`config.mk`:
```
export PLATFORM = sky130hd
export DESIGN_NAME = calc_ctrl
export DESIGN_NICKNAME = d
export VERILOG_FILES = /design/src/rtl/calc_pkg.sv /design/src/rtl/calc_opnd_mux.sv /design/src/rtl/calc_ctrl.sv
export SDC_FILE = /design/constraint.sdc
export NUM_CORES = 1
export LEC_CHECK = 0
export CAP_MARGIN = 20
export CELL_PAD_IN_SITES_DETAIL_PLACEMENT = 0
export CELL_PAD_IN_SITES_GLOBAL_PLACEMENT = 2
export CORE_ASPECT_RATIO = 1.4
export CORE_UTILIZATION = 39
export CTS_CLUSTER_SIZE = 14
export DETAILED_ROUTE_END_ITERATION = 10
export DONT_BUFFER_PORTS = 1
export HOLD_SLACK_MARGIN = 0.05
export PLACE_DENSITY_LB_ADDON = 0.1
export SLEW_MARGIN = 20
export SYNTH_ARGS = -nofsm -noshare
export SYNTH_HDL_FRONTEND = slang
export SYNTH_SLANG_ARGS = --single-unit
```
`constraint.sdc`:
```
create_clock -name clk -period 3.3 [get_ports clk]
set_clock_uncertainty 0.15 [all_clocks]
set_input_delay 0.165 -clock clk [delete_from_list [all_inputs] [get_ports clk]]
set_output_delay 0.165 -clock clk [all_outputs]
set_load 0.02 [all_outputs]
```
`src/rtl/calc_pkg.sv`:
```
// Shared definitions for the signed calculator sequencing stage: datapath
// width, opcode encodings and the controller state type.
package calc_pkg;

  localparam int WIDTH = 3;

  typedef logic [1:0] calc_op_t;

  localparam calc_op_t OP_ADD  = 2'b00;
  localparam calc_op_t OP_SUB  = 2'b01;
  localparam calc_op_t OP_NEG  = 2'b10;
  localparam calc_op_t OP_RSVD = 2'b11;

  typedef enum logic [1:0] {
    ST_IDLE = 2'd0,
    ST_EXEC = 2'd1,
    ST_DONE = 2'd2
  } calc_state_t;

endpackage : calc_pkg

```
`src/rtl/calc_opnd_mux.sv`:
```
// Operand former: turns the registered operands and opcode into the
// effective adder operands and carry-in. Subtraction and negation use the
// invert-and-add-one identity so the external adder only ever adds.
module calc_opnd_mux
  import calc_pkg::*;
#(
  parameter int WIDTH = calc_pkg::WIDTH
) (
  input  logic [WIDTH-1:0] i_a,
  input  logic [WIDTH-1:0] i_b,
  input  calc_op_t         i_op,
  output logic [WIDTH-1:0] o_add_a,
  output logic [WIDTH-1:0] o_add_b,
  output logic             o_add_cin
);

  // Select effective operands and carry-in per opcode.
  always_comb begin
    // NOTE: every output gets a default before the case so no path through
    // the block leaves a value unassigned, which would infer a latch.
    o_add_a   = '0;
    o_add_b   = '0;
    o_add_cin = 1'b0;
    unique case (i_op)
      OP_ADD: begin
        o_add_a = i_a;
        o_add_b = i_b;
      end
      OP_SUB: begin
        o_add_a   = i_a;
        o_add_b   = ~i_b;
        o_add_cin = 1'b1;
      end
      OP_NEG: begin
        o_add_b   = ~i_a;
        o_add_cin = 1'b1;
      end
      default: ;  // reserved opcode: adder sees all zeros
    endcase
  end

endmodule : calc_opnd_mux

```
`src/rtl/calc_ctrl.sv`:
```
// Sequencing stage around the external ripple adder. Accepts an operation
// over valid/ready, presents effective operands to the adder for one cycle,
// captures sum/carry plus the signed overflow flag, and holds the result on
// a valid/ready output until consumed.
module calc_ctrl
  import calc_pkg::*;
#(
  parameter int WIDTH = calc_pkg::WIDTH
) (
  input  logic             clk,
  input  logic             rst_n,
  // operation input
  input  logic             in_valid,
  output logic             in_ready,
  input  logic [WIDTH-1:0] in_a,
  input  logic [WIDTH-1:0] in_b,
  input  logic [1:0]       in_op,
  // external adder
  output logic [WIDTH-1:0] add_a,
  output logic [WIDTH-1:0] add_b,
  output logic             add_cin,
  input  logic [WIDTH-1:0] add_sum,
  input  logic             add_cout,
  // result output
  output logic             out_valid,
  input  logic             out_ready,
  output logic [WIDTH-1:0] out_result,
  output logic             out_ovf,
  output logic             out_cout,
  output logic             out_err
);

  calc_state_t      r_state;
  calc_state_t      w_next_state;

  logic [WIDTH-1:0] r_a;
  logic [WIDTH-1:0] r_b;
  calc_op_t         r_op;

  logic [WIDTH-1:0] r_result;
  logic             r_ovf;
  logic             r_cout;
  logic             r_err;

  logic             w_in_ready;
  logic             w_out_valid;
  logic             w_in_fire;
  logic             w_out_fire;
  logic [WIDTH-1:0] w_add_a;
  logic [WIDTH-1:0] w_add_b;
  logic             w_add_cin;
  logic             w_ovf;
  logic             w_rsvd;

  assign w_in_fire  = in_valid & w_in_ready;
  assign w_out_fire = w_out_valid & out_ready;

  // Effective operands come only from registered values, so nothing on the
  // in_* ports reaches the adder combinationally.
  calc_opnd_mux #(
    .WIDTH(WIDTH)
  ) u_opnd_mux (
    .i_a      (r_a),
    .i_b      (r_b),
    .i_op     (r_op),
    .o_add_a  (w_add_a),
    .o_add_b  (w_add_b),
    .o_add_cin(w_add_cin)
  );

  // Signed overflow: operands of equal sign producing a sum of the other sign.
  assign w_ovf  = (w_add_a[WIDTH-1] == w_add_b[WIDTH-1]) &
                  (add_sum[WIDTH-1] != w_add_a[WIDTH-1]);
  assign w_rsvd = (r_op == OP_RSVD);

  // State register.
  always_ff @(posedge clk or negedge rst_n) begin
    // NOTE: sequential state uses non-blocking assignment so every flop
    // samples pre-edge values regardless of statement order.
    if (!rst_n) r_state <= ST_IDLE;
    else        r_state <= w_next_state;
  end

  // Next-state logic; DONE goes straight to EXEC when a new operation is
  // accepted in the same cycle the result drains, giving a 2-cycle cadence.
  always_comb begin
    w_next_state = r_state;
    unique case (r_state)
      ST_IDLE: if (w_in_fire) w_next_state = ST_EXEC;
      ST_EXEC: w_next_state = ST_DONE;
      ST_DONE: begin
        if (w_in_fire)       w_next_state = ST_EXEC;
        else if (w_out_fire) w_next_state = ST_IDLE;
      end
      default: w_next_state = ST_IDLE;
    endcase
  end

  // Handshake outputs decoded from state; in_ready stays low while in reset.
  always_comb begin
    w_in_ready  = rst_n & ((r_state == ST_IDLE) |
                           ((r_state == ST_DONE) & out_ready));
    w_out_valid = (r_state == ST_DONE);
  end

  // Operand registers load only on an accepted input transfer.
  always_ff @(posedge clk or negedge rst_n) begin
    if (!rst_n) begin
      r_a  <= '0;
      r_b  <= '0;
      r_op <= OP_ADD;
    end else if (w_in_fire) begin
      r_a  <= in_a;
      r_b  <= in_b;
      r_op <= in_op;
    end
  end

  // Result registers capture the adder in EXEC and hold through DONE.
  always_ff @(posedge clk or negedge rst_n) begin
    if (!rst_n) begin
      r_result <= '0;
      r_ovf    <= 1'b0;
      r_cout   <= 1'b0;
      r_err    <= 1'b0;
    end else if (r_state == ST_EXEC) begin
      r_result <= w_rsvd ? '0   : add_sum;
      r_ovf    <= w_rsvd ? 1'b0 : w_ovf;
      r_cout   <= w_rsvd ? 1'b0 : add_cout;
      r_err    <= w_rsvd;
    end
  end

  assign in_ready   = w_in_ready;
  assign out_valid  = w_out_valid;
  assign add_a      = w_add_a;
  assign add_b      = w_add_b;
  assign add_cin    = w_add_cin;
  assign out_result = r_result;
  assign out_ovf    = r_ovf;
  assign out_cout   = r_cout;
  assign out_err    = r_err;

endmodule : calc_ctrl

```
* Word-level counts from Yosys, hierarchy flattened
Index checks and enable logic that the tools add are counted.
** Cells by class
- Equal/unequal tests :: 9
- Muxes and demuxes :: 10
- Bitwise gates (word level) :: 7
- Reductions and logical operators :: 5
** Operators by type and width (count)
- case mux 3 bit (3 select lines) :: 1
- equality test 2 bit, second input constant :: 3
- two-way mux 2 bit :: 3
- two-way mux 3 bit :: 2
- NOT 3 bit :: 2
- case mux 2 bit (3 select lines) :: 1
- bitwise AND 1 bit :: 4
- equality test 2 x 1 -> 1 bit, second input constant :: 2
- logical NOT 2 bit :: 2
- OR reduction 2 bit :: 2
- two-way mux 1 bit :: 3
- != test 3 x 1 -> 1 bit, second input constant :: 1
- != test 2 bit, second input constant :: 1
- AND reduction 2 bit :: 1
- equality test 1 bit :: 1
- != test 1 bit :: 1
- bitwise OR 1 bit :: 1
** Storage, ports and cells
- Flip-flop bits (word level) :: 16
- Input bits :: 16
- Output and inout port bits :: 15
- Word-level logic and storage cells :: 39

* Depth between registers and ports, before layout
Gate-level depths: netlist (run 1).
- Depth after elaboration :: 7
- Depth in mapped cells :: 5
- Depth with buffers taken out :: 5

* Cells and area by module
From an unflattened synthesis (run 1), not the netlist that was laid out.
** Unflattened totals
- Cells, all modules :: 65
- Area, all modules :: 817.0 um^2
** By module, submodules not included
- calc_ctrl :: times used 1, cells an instance 46, area each 673.1 um^2, seq. area each 400.4 um^2
- calc_opnd_mux :: times used 1, cells an instance 19, area each 143.9 um^2, seq. area each 0.0 um^2

* Least setup slack after synthesis (run 1)
No wires, ideal clock.
- Path kind :: register -> register
- From :: reg r_op[0]
- To :: reg r_ovf (netlist: out_ovf)
- Setup time :: 81 ps
- Arrival :: 1549 ps
- Required time :: 3069 ps
- Setup slack :: 1520 ps
- Stages on the path, launching flop included :: 5
- Buffers on the path :: 0
- Clock period less this slack :: 1780 ps
- Path through :: dfrtp_1 > ha_1 > or4b_1 > a2111o_1 > o211ai_2
** Between the ends
- Elaborated cells on any way between the ends :: 11
- Classes of those cells :: 5 x eq/ne; 3 x mux; 1 x bitwise; 2 x reduce/logical
** RTL lines
- from (decl) :: RTL line calc_ctrl.sv:38 : calc_op_t r_op;
- from (signal assigned) :: RTL line calc_ctrl.sv:115 : r_op <= in_op;
- equality test 2 bit :: RTL line calc_ctrl.sv:74 : assign w_rsvd = (r_op == OP_RSVD);
- via w_rsvd :: RTL line calc_ctrl.sv:53 : logic w_rsvd;
- two-way mux 1 bit :: RTL line calc_ctrl.sv:128 : r_ovf <= w_rsvd ? 1'b0 : w_ovf;
- to (signal assigned) :: RTL line calc_ctrl.sv:128
- to (decl) :: RTL line calc_ctrl.sv:41 : logic r_ovf;
The timed path passes the listed nets, and every way through them passes these cells.
A chain may end at the register's enable or synchronous reset.

* Worst setup path after layout (run 1)
- From :: reg r_op[0]
- To :: out add_b[2]
** Between the ends
- Longest elaborated chain between the ends :: 2
- Elaborated cells on any way between the ends :: 4
- Classes of those cells :: 2 x eq/ne; 1 x mux; 1 x reduce/logical
** Ends and longest elaborated chain
- equality test 2 bit, or another cell as far along :: RTL line calc_opnd_mux.sv:24 : unique case (i_op)
- case mux 3 bit (3 select lines) (*) :: RTL line calc_opnd_mux.sv:24
- to (decl) :: RTL line calc_ctrl.sv:20 : output logic [WIDTH-1:0] add_b,
Every way passes the cells marked *; elsewhere a longest branch is shown, timed or not.

==> run metrics, run 1 <==
gpl congestion=~0.63; critical path fanouts, max=6; clock latency on the worst-skew pair=0.29 ns; CP top delay family=compound AO/OA/AOI/OAI gates; Lkg Pwr=roughly 0.48 nW; Comb pwr share=0.301; Worst Hold Class=in2reg; Yosys warning count=0; Detailed Routing Iterations Pass 1=3; first-pass GRT wire length=between 2000 and 3000 um; CP Launch Point=r_op[0]$_DFFE_PN0P_; area leader, netlist=dfrtp_1; worst r2r src=r_op[0]$_DFFE_PN0P_; fin crit period=around 2 ns; max cap viols=0; Buf/Inv on CP=1; sequential share of the synthesized area=0.485; clk sinks=16; RSZ-0062 raised after global routing=no; maximum buffer depth of the clock tree=2; kind of critical path=reg2out; Layout Utilization=0.517; via count=approximately 580; final wirelength=1590 um; slew of the pin with the lowest slew margin=approximately 0.74 ns; Fin. Hold Viols=0; Internal Pwr Total=0.389 mW; largest cells by area after synthesis=dfrtp_1, mux2_1, ha_1; Core Area=between 1500 and 2000 sq um; placed cells=90; r2r setup slk=around 1.4 ns; critical path's largest stage delay=roughly 0.52 ns; IO Port Bufs=0; Slew Limit Fails=0; initial antenna violation count=0; CP max-delay cell=a21oi_1; CP Launch Type=flip-flop; Setup Viol. Count Final=0; most frequent cell after synthesis=dfrtp_1; via-per-instance ratio=roughly 5.4; worst path cell trace=inv_1 > ha_1 > mux2i_1 > a21oi_1; Max-Slew Margin vs Limit=0.505; Layout Cells excl Fill=108; f_max=490 MHz; Sw Ratio=0.382; EDFF count, synth=0; status=finished, final reports clean; clk slew on worst S/H paths=around 0.090 ns; routed length per instance=about 15 um; Seq pwr share=0.492; row cnt=19; syn nets=slightly above 90; gate count after technology mapping=71; Power Density=a little over 600 nW/um^2; Synth async-reset ratio=1.00; Die Height=56.4 um; most frequent cells after synthesis=dfrtp_1, mux2_1, nand2b_1; Synth cell types=22; Fin Setup TNS=0 ns; CP Data Required Time=2.98 ns; Yosys reg bits=16; post-DP HPWL=about 1200 um; nets=between 100 and 150; CP Depth=4; I/O pin count=31; Worst R2R End=out_ovf$_DFFE_PN0N_; CP Data Arrival Time=1.73 ns; fraction of layout cells with a size suffix above 1=0.0805; synth-to-layout area growth=23.5%; Synth top area share=0.485; CTS buffer count=3; Critical Path Sink Type=output pin; maximum vdd drop=0.321 mV; post-route clock period utilization=0.619; Detail Route Antenna Nets=0; top_reg_cell synth=dfrtp_1; Post-DP Area=843 sq um; DR iter-0 viols=4; worst r2r path cells=4; part of the power in the clock network=0.207; Initial Util=0.419; vias in the first global route=between 500 and 600; TritonCTS clock tree=built; CP Capture Point=add_b[2]; setup bufs post-CTS=0; Inserted Diodes=0; Post-Syn Area per Cell=between 10 and 15 sq um; Post-route DRC=0; Die X=between 40 and 50 um; Cell Area, Synth=approximately 830 sq um; GRT Util Overall=0.162; P_sw=~0.24 mW; total die area=2310 sq um; Root Buffer=clkbuf_4; GR Overflow Total=0; largest net degree at the start of global routing=17; post-route cell area=1020 sq um; htree depth=1
[sequential cells by signal, summed over array words and instances, names as in the netlist]
signal      cells
out_ovf         1
out_cout        1
out_result      3
r_state         2
out_err         1
r_a             3
r_op            2
r_b             3
[metrics by stage]
step	setup WS, ns	power [mW]	hold slack (ns)
floorplan	1.52	0.458	-0.281
global placement	1.46	0.488	-0.280
detailed placement	1.39	0.492	-0.280
CTS	1.24	0.642	0.0505
global route	1.12	0.669	0.0568
finish	1.26	0.629	0.0637
[power by group through the flow]
stage	combinational [mW]	clock, mW	sequential [mW]
2_1_floorplan	0.154	0	0.304
3_3_place_gp	0.172	0	0.316
3_5_place_dp	0.176	0	0.316
4_1_cts	0.194	0.137	0.311
5_1_grt	0.210	0.141	0.318
6_report	0.189	0.130	0.310
[area by class of cell]
cell class | count | area [sq um]
clock buffer | 4 | 36.3
fill | 210 | 953
inverter | 5 | 18.8
multi-input combinational | 48 | 398
sequential | 16 | 400
tap | 21 | 26.3
timing repair buffer | 14 | 140
[worst min-delay path by stage]
stage	start	to	slack, ns	cells after the start
floorplan	rst_n	out_cout$_DFFE_PN0N_	-0.28	0
global placement	rst_n	r_a[0]$_DFFE_PN0P_	-0.28	0
detailed placement	rst_n	r_a[0]$_DFFE_PN0P_	-0.28	0
CTS	add_sum[2]	out_result[2]$_DFFE_PN0N_	0.05	2
global route	add_sum[2]	out_result[2]$_DFFE_PN0N_	0.06	2
finish	add_sum[2]	out_result[2]$_DFFE_PN0N_	0.06	2
[metal layers]
metal / vias up / share of wire / GRT usage
li1: 279 / - / -
met1: 274 / 0.40 / 0.177
met2: 20 / 0.49 / 0.259
met3: 5 / 0.074 / 0.0395
met4: 0 / 0.030 / 0.100
met5: - / 0 / 0
[cells in the final DEF (no fill, tap or decap)]
master / n
clkbuf_8: 1
o21a_1: 2
ha_1: 5
a2111o_1: 1
nand2b_1: 7
mux2i_1: 3
inv_1: 5
nand2_1: 5
a21o_1: 1
nand4bb_1: 1
clkbuf_4: 3
mux2_1: 8
a21oi_1: 3
or4b_1: 1
nor3b_1: 1
nor2b_1: 1
dfrtp_1: 16
mux2_2: 1
or2b_1: 1
dlygate4sd3_1: 14
o21ai_0: 5
o211ai_2: 1
and4bb_2: 1
[timing repair]
item | in CTS | in global routing
resized for setup | 0 | 0
endpoints found under the setup margin | 0 | 0
endpoints found under the hold margin | 29 | 0
hold buffers | 14 | 0
[logic make-up after synthesis]
family	after synthesis	share of synthesized area
AND/OR/NAND/NOR	18	0.142
flip-flops	16	0.485
AO/OA/AOI/OAI	13	0.105
multiplexers	12	0.159
buffers and inverters	7	0.0333
adder cells (fa/ha/maj)	5	0.0758
Note: power is estimated with default switching activity, not from simulation.
==> run 2, diff against run 1 <==
--- a/config.mk
+++ b/config.mk
@@ -9,7 +9,7 @@
 export CELL_PAD_IN_SITES_DETAIL_PLACEMENT = 0
 export CELL_PAD_IN_SITES_GLOBAL_PLACEMENT = 2
 export CORE_ASPECT_RATIO = 1.4
-export CORE_UTILIZATION = 39
+export CORE_UTILIZATION = 36
 export CTS_CLUSTER_SIZE = 14
 export DETAILED_ROUTE_END_ITERATION = 10
 export DONT_BUFFER_PORTS = 1
==> constraint.sdc (replaced) <==
create_clock -name clk -period 1.88 [get_ports clk]
set_clock_uncertainty 0.15 [all_clocks]
set_input_delay 0.094 -clock clk [delete_from_list [all_inputs] [get_ports clk]]
set_output_delay 0.094 -clock clk [all_outputs]
set_load 0.02 [all_outputs]
==> run 2 against run 1 <==
- flip-flop and latch count unchanged
- total power increased by 95%
- via count increased by 8.5%
- global-route usage decreased by 1.6 points
- worst setup slack got worse by 1.2 ns
- sequential share of layout area decreased by 4.7 points
- clock power increased by 71%
- utilization increased by 1.6 points
- largest cell class is now multi-input gates
- largest power group unchanged
==> run metrics, run 2 (same netlist as run 1, synthesis figures left out) <==
worst hold slack=0.147 ns (+0.0831 ns); final wirelength=1620 um (+2.2%); WHS Path Cells=4 (+2); nets=122 (+12%); critical path's largest stage delay=0.39 ns (-0.13 ns); status=finished, final reports clean; via-per-instance ratio=5.14 (-4.0%); CP Data Arrival Time=1.54 ns (-0.19 ns); top layer in use=met4; largest net degree at the start of global routing=18 (+1); Core Area=2180 sq um (+10%); maximum vdd drop=0.537 mV (+67%); FF+latch area=400 sq um (unchanged); Detailed Routing Iterations Pass 1=4 (+1); Critical Path Sink Type=output pin; I/O pin count=31 (unchanged); clk sinks=16 (unchanged); first-pass GRT wire length=2750 um (+9.9%); Power Density=1060 nW/um^2 (+71%); r2r setup slk=0.11 ns (-1.26 ns); Buf/Inv on CP=3 (+2); clock latency on the worst-skew pair=0.28 ns (about the same); total die area=2490 sq um (+8.0%); routed length per instance=13.3 um (-9.5%); met2 WL=849 um (+9.1%); fraction of layout cells with a size suffix above 1=0.240 (+0.160); via count=627 (+8.5%); IO Port Bufs=0 (unchanged); worst path cell trace=buf_4 > inv_2 > ha_2 > nand2b_1 > a21oi_2 > buf_4; initial antenna violation count=0 (unchanged); Detail Route Antenna Nets=0 (unchanged); f_max=about 560 MHz; CTS buffer count=3 (unchanged); Layout Utilization=0.533 (+0.0160); CP Data Required Time=1.64 ns (-1.34 ns); DR iter-0 viols=8 (+4); Fin. Hold Viols=0 (unchanged); maximum buffer depth of the clock tree=2 (unchanged); most frequent cells in the layout=dfrtp_1, dlygate4sd3_1, buf_4; gpl congestion=0.748 (+18%); Slew Limit Fails=0 (unchanged); CP max-delay cell=dfrtp_1; worst r2r src=r_op[0]$_DFFE_PN0P_; worst r2r path cells=4 (unchanged); CP top delay family=flip-flops; area of the multi-input gates=429 sq um (+7.9%); Max-Slew Margin vs Limit=0.512 (+0.00773); CP Launch Type=flip-flop; routed wl met3=86 um (-26%); slew of the pin with the lowest slew margin=0.729 ns (-0.0116 ns); GR Overflow Total=0 (unchanged); htree depth=1 (unchanged); Hold EP=r_state[0]$_DFFE_PN0P_; TritonCTS clock tree=built; worst min-delay path startpoint=out_ready; fin crit period=between 1.5 and 2 ns; # fillers=221 (+5.2%); Die X=42.5 um (+3.9%); Worst R2R End=out_ovf$_DFFE_PN0N_; synth-to-layout area growth=40.5%; Die Height=58.7 um (+3.9%); commonest non-fill, non-tap cell in the layout=dfrtp_1; CP most frequent cell=buf_4; critical path fanouts, max=4 (-2); Post-route DRC=0 (unchanged); Inserted Diodes=0 (unchanged); Design Power=1.22 mW (+95%); row cnt=20 (+1); post-DP HPWL=1220 um (+3.7%); post-route clock period utilization=0.949; vias in the first global route=627 (+5.6%); M1 wire length=655 um (+2.3%); Worst Hold Class=in2reg; Root Buffer=clkbuf_4; GRT Util Overall=0.146 (-0.0164); Lkg Pwr=0.547 nW (+14%); kind of critical path=reg2out; Setup Viol. Count Final=0 (unchanged); Initial Util=0.379 (-0.0392); max cap viols=0 (unchanged); clk slew on worst S/H paths=0.09 ns (about the same)
==> run 2: changes by cell type in the layout (fill, tap and decap cells not counted), moves of 2 or more <==
cell   previous run  this run
inv_1             5         3
ha_4              0         2
ha_1              5         2
buf_4             0        11
==> run 2: how the worst max path moves through the flow <==
stage                              startpoint                  end  depth (start not counted)
after global routing      r_op[0]$_DFFE_PN0P_             add_b[0]                          7
after global placement    r_op[0]$_DFFE_PN0P_  out_ovf$_DFFE_PN0N_                          4
after CTS                 r_op[0]$_DFFE_PN0P_             add_b[1]                          7
after detailed placement  r_op[0]$_DFFE_PN0P_  out_ovf$_DFFE_PN0N_                          4
final                     r_op[0]$_DFFE_PN0P_             add_b[2]                          6
after floorplan           r_op[0]$_DFFE_PN0P_  out_ovf$_DFFE_PN0N_                          4
==> run 2: worst register-to-register path: stages, from the launching register on <==
cell and delay, ns:
dfrtp_1 0.39, ha_1 0.21, or4b_1 0.51, a2111o_1 0.37
o211ai_2 0.08
==> run 2: area by class of cell <==
| class | instances | share of cell area |
|---|---|---|
| Multi-Input combinational cell | 48 | 0.370 |
| Sequential cell | 16 | 0.345 |
| Timing Repair Buffer | 27 | 0.211 |
| Clock buffer | 4 | 0.0313 |
| Tap cell | 22 | 0.0237 |
| Inverter | 5 | 0.0183 |
==> run 2: through the flow <==
stage	TNS, ns	instance area (sq um)	worst slack, ns	instances
2_1_floorplan	0	826	0.100	71
3_3_place_gp	0	920	0.173	101
3_5_place_dp	0	920	0.111	101
4_1_cts	0	1110	0.00200	120
5_1_grt	-0.0000329	1160	-0.0000329	122
6_report	0	1160	0.0952	122
==> run 2: report_power, final <==
group | internal [mW] | switching (mW) | total (mW) | leakage [nW]
Sequential | 0.427 | 0.107 | 0.534 | 0.197
Combinational | 0.233 | 0.236 | 0.469 | 0.330
Clock | 0.118 | 0.105 | 0.222 | 0.0210
==> run 2: timing repair <==
action	4_1_cts	5_1_grt
pin swaps	0	3
setup buffers	0	1
setup endpoints to repair	2	11
gates resized for setup	2	9
hold buffers	15	1
endpoints found under the hold margin	31	16
==> run 2: routing by layer <==
layer,vias to the layer above,GRT usage
li1,305,-
met1,295,0.173
met2,22,0.257
met3,5,0.0215
met4,0,0.0670
met5,-,0
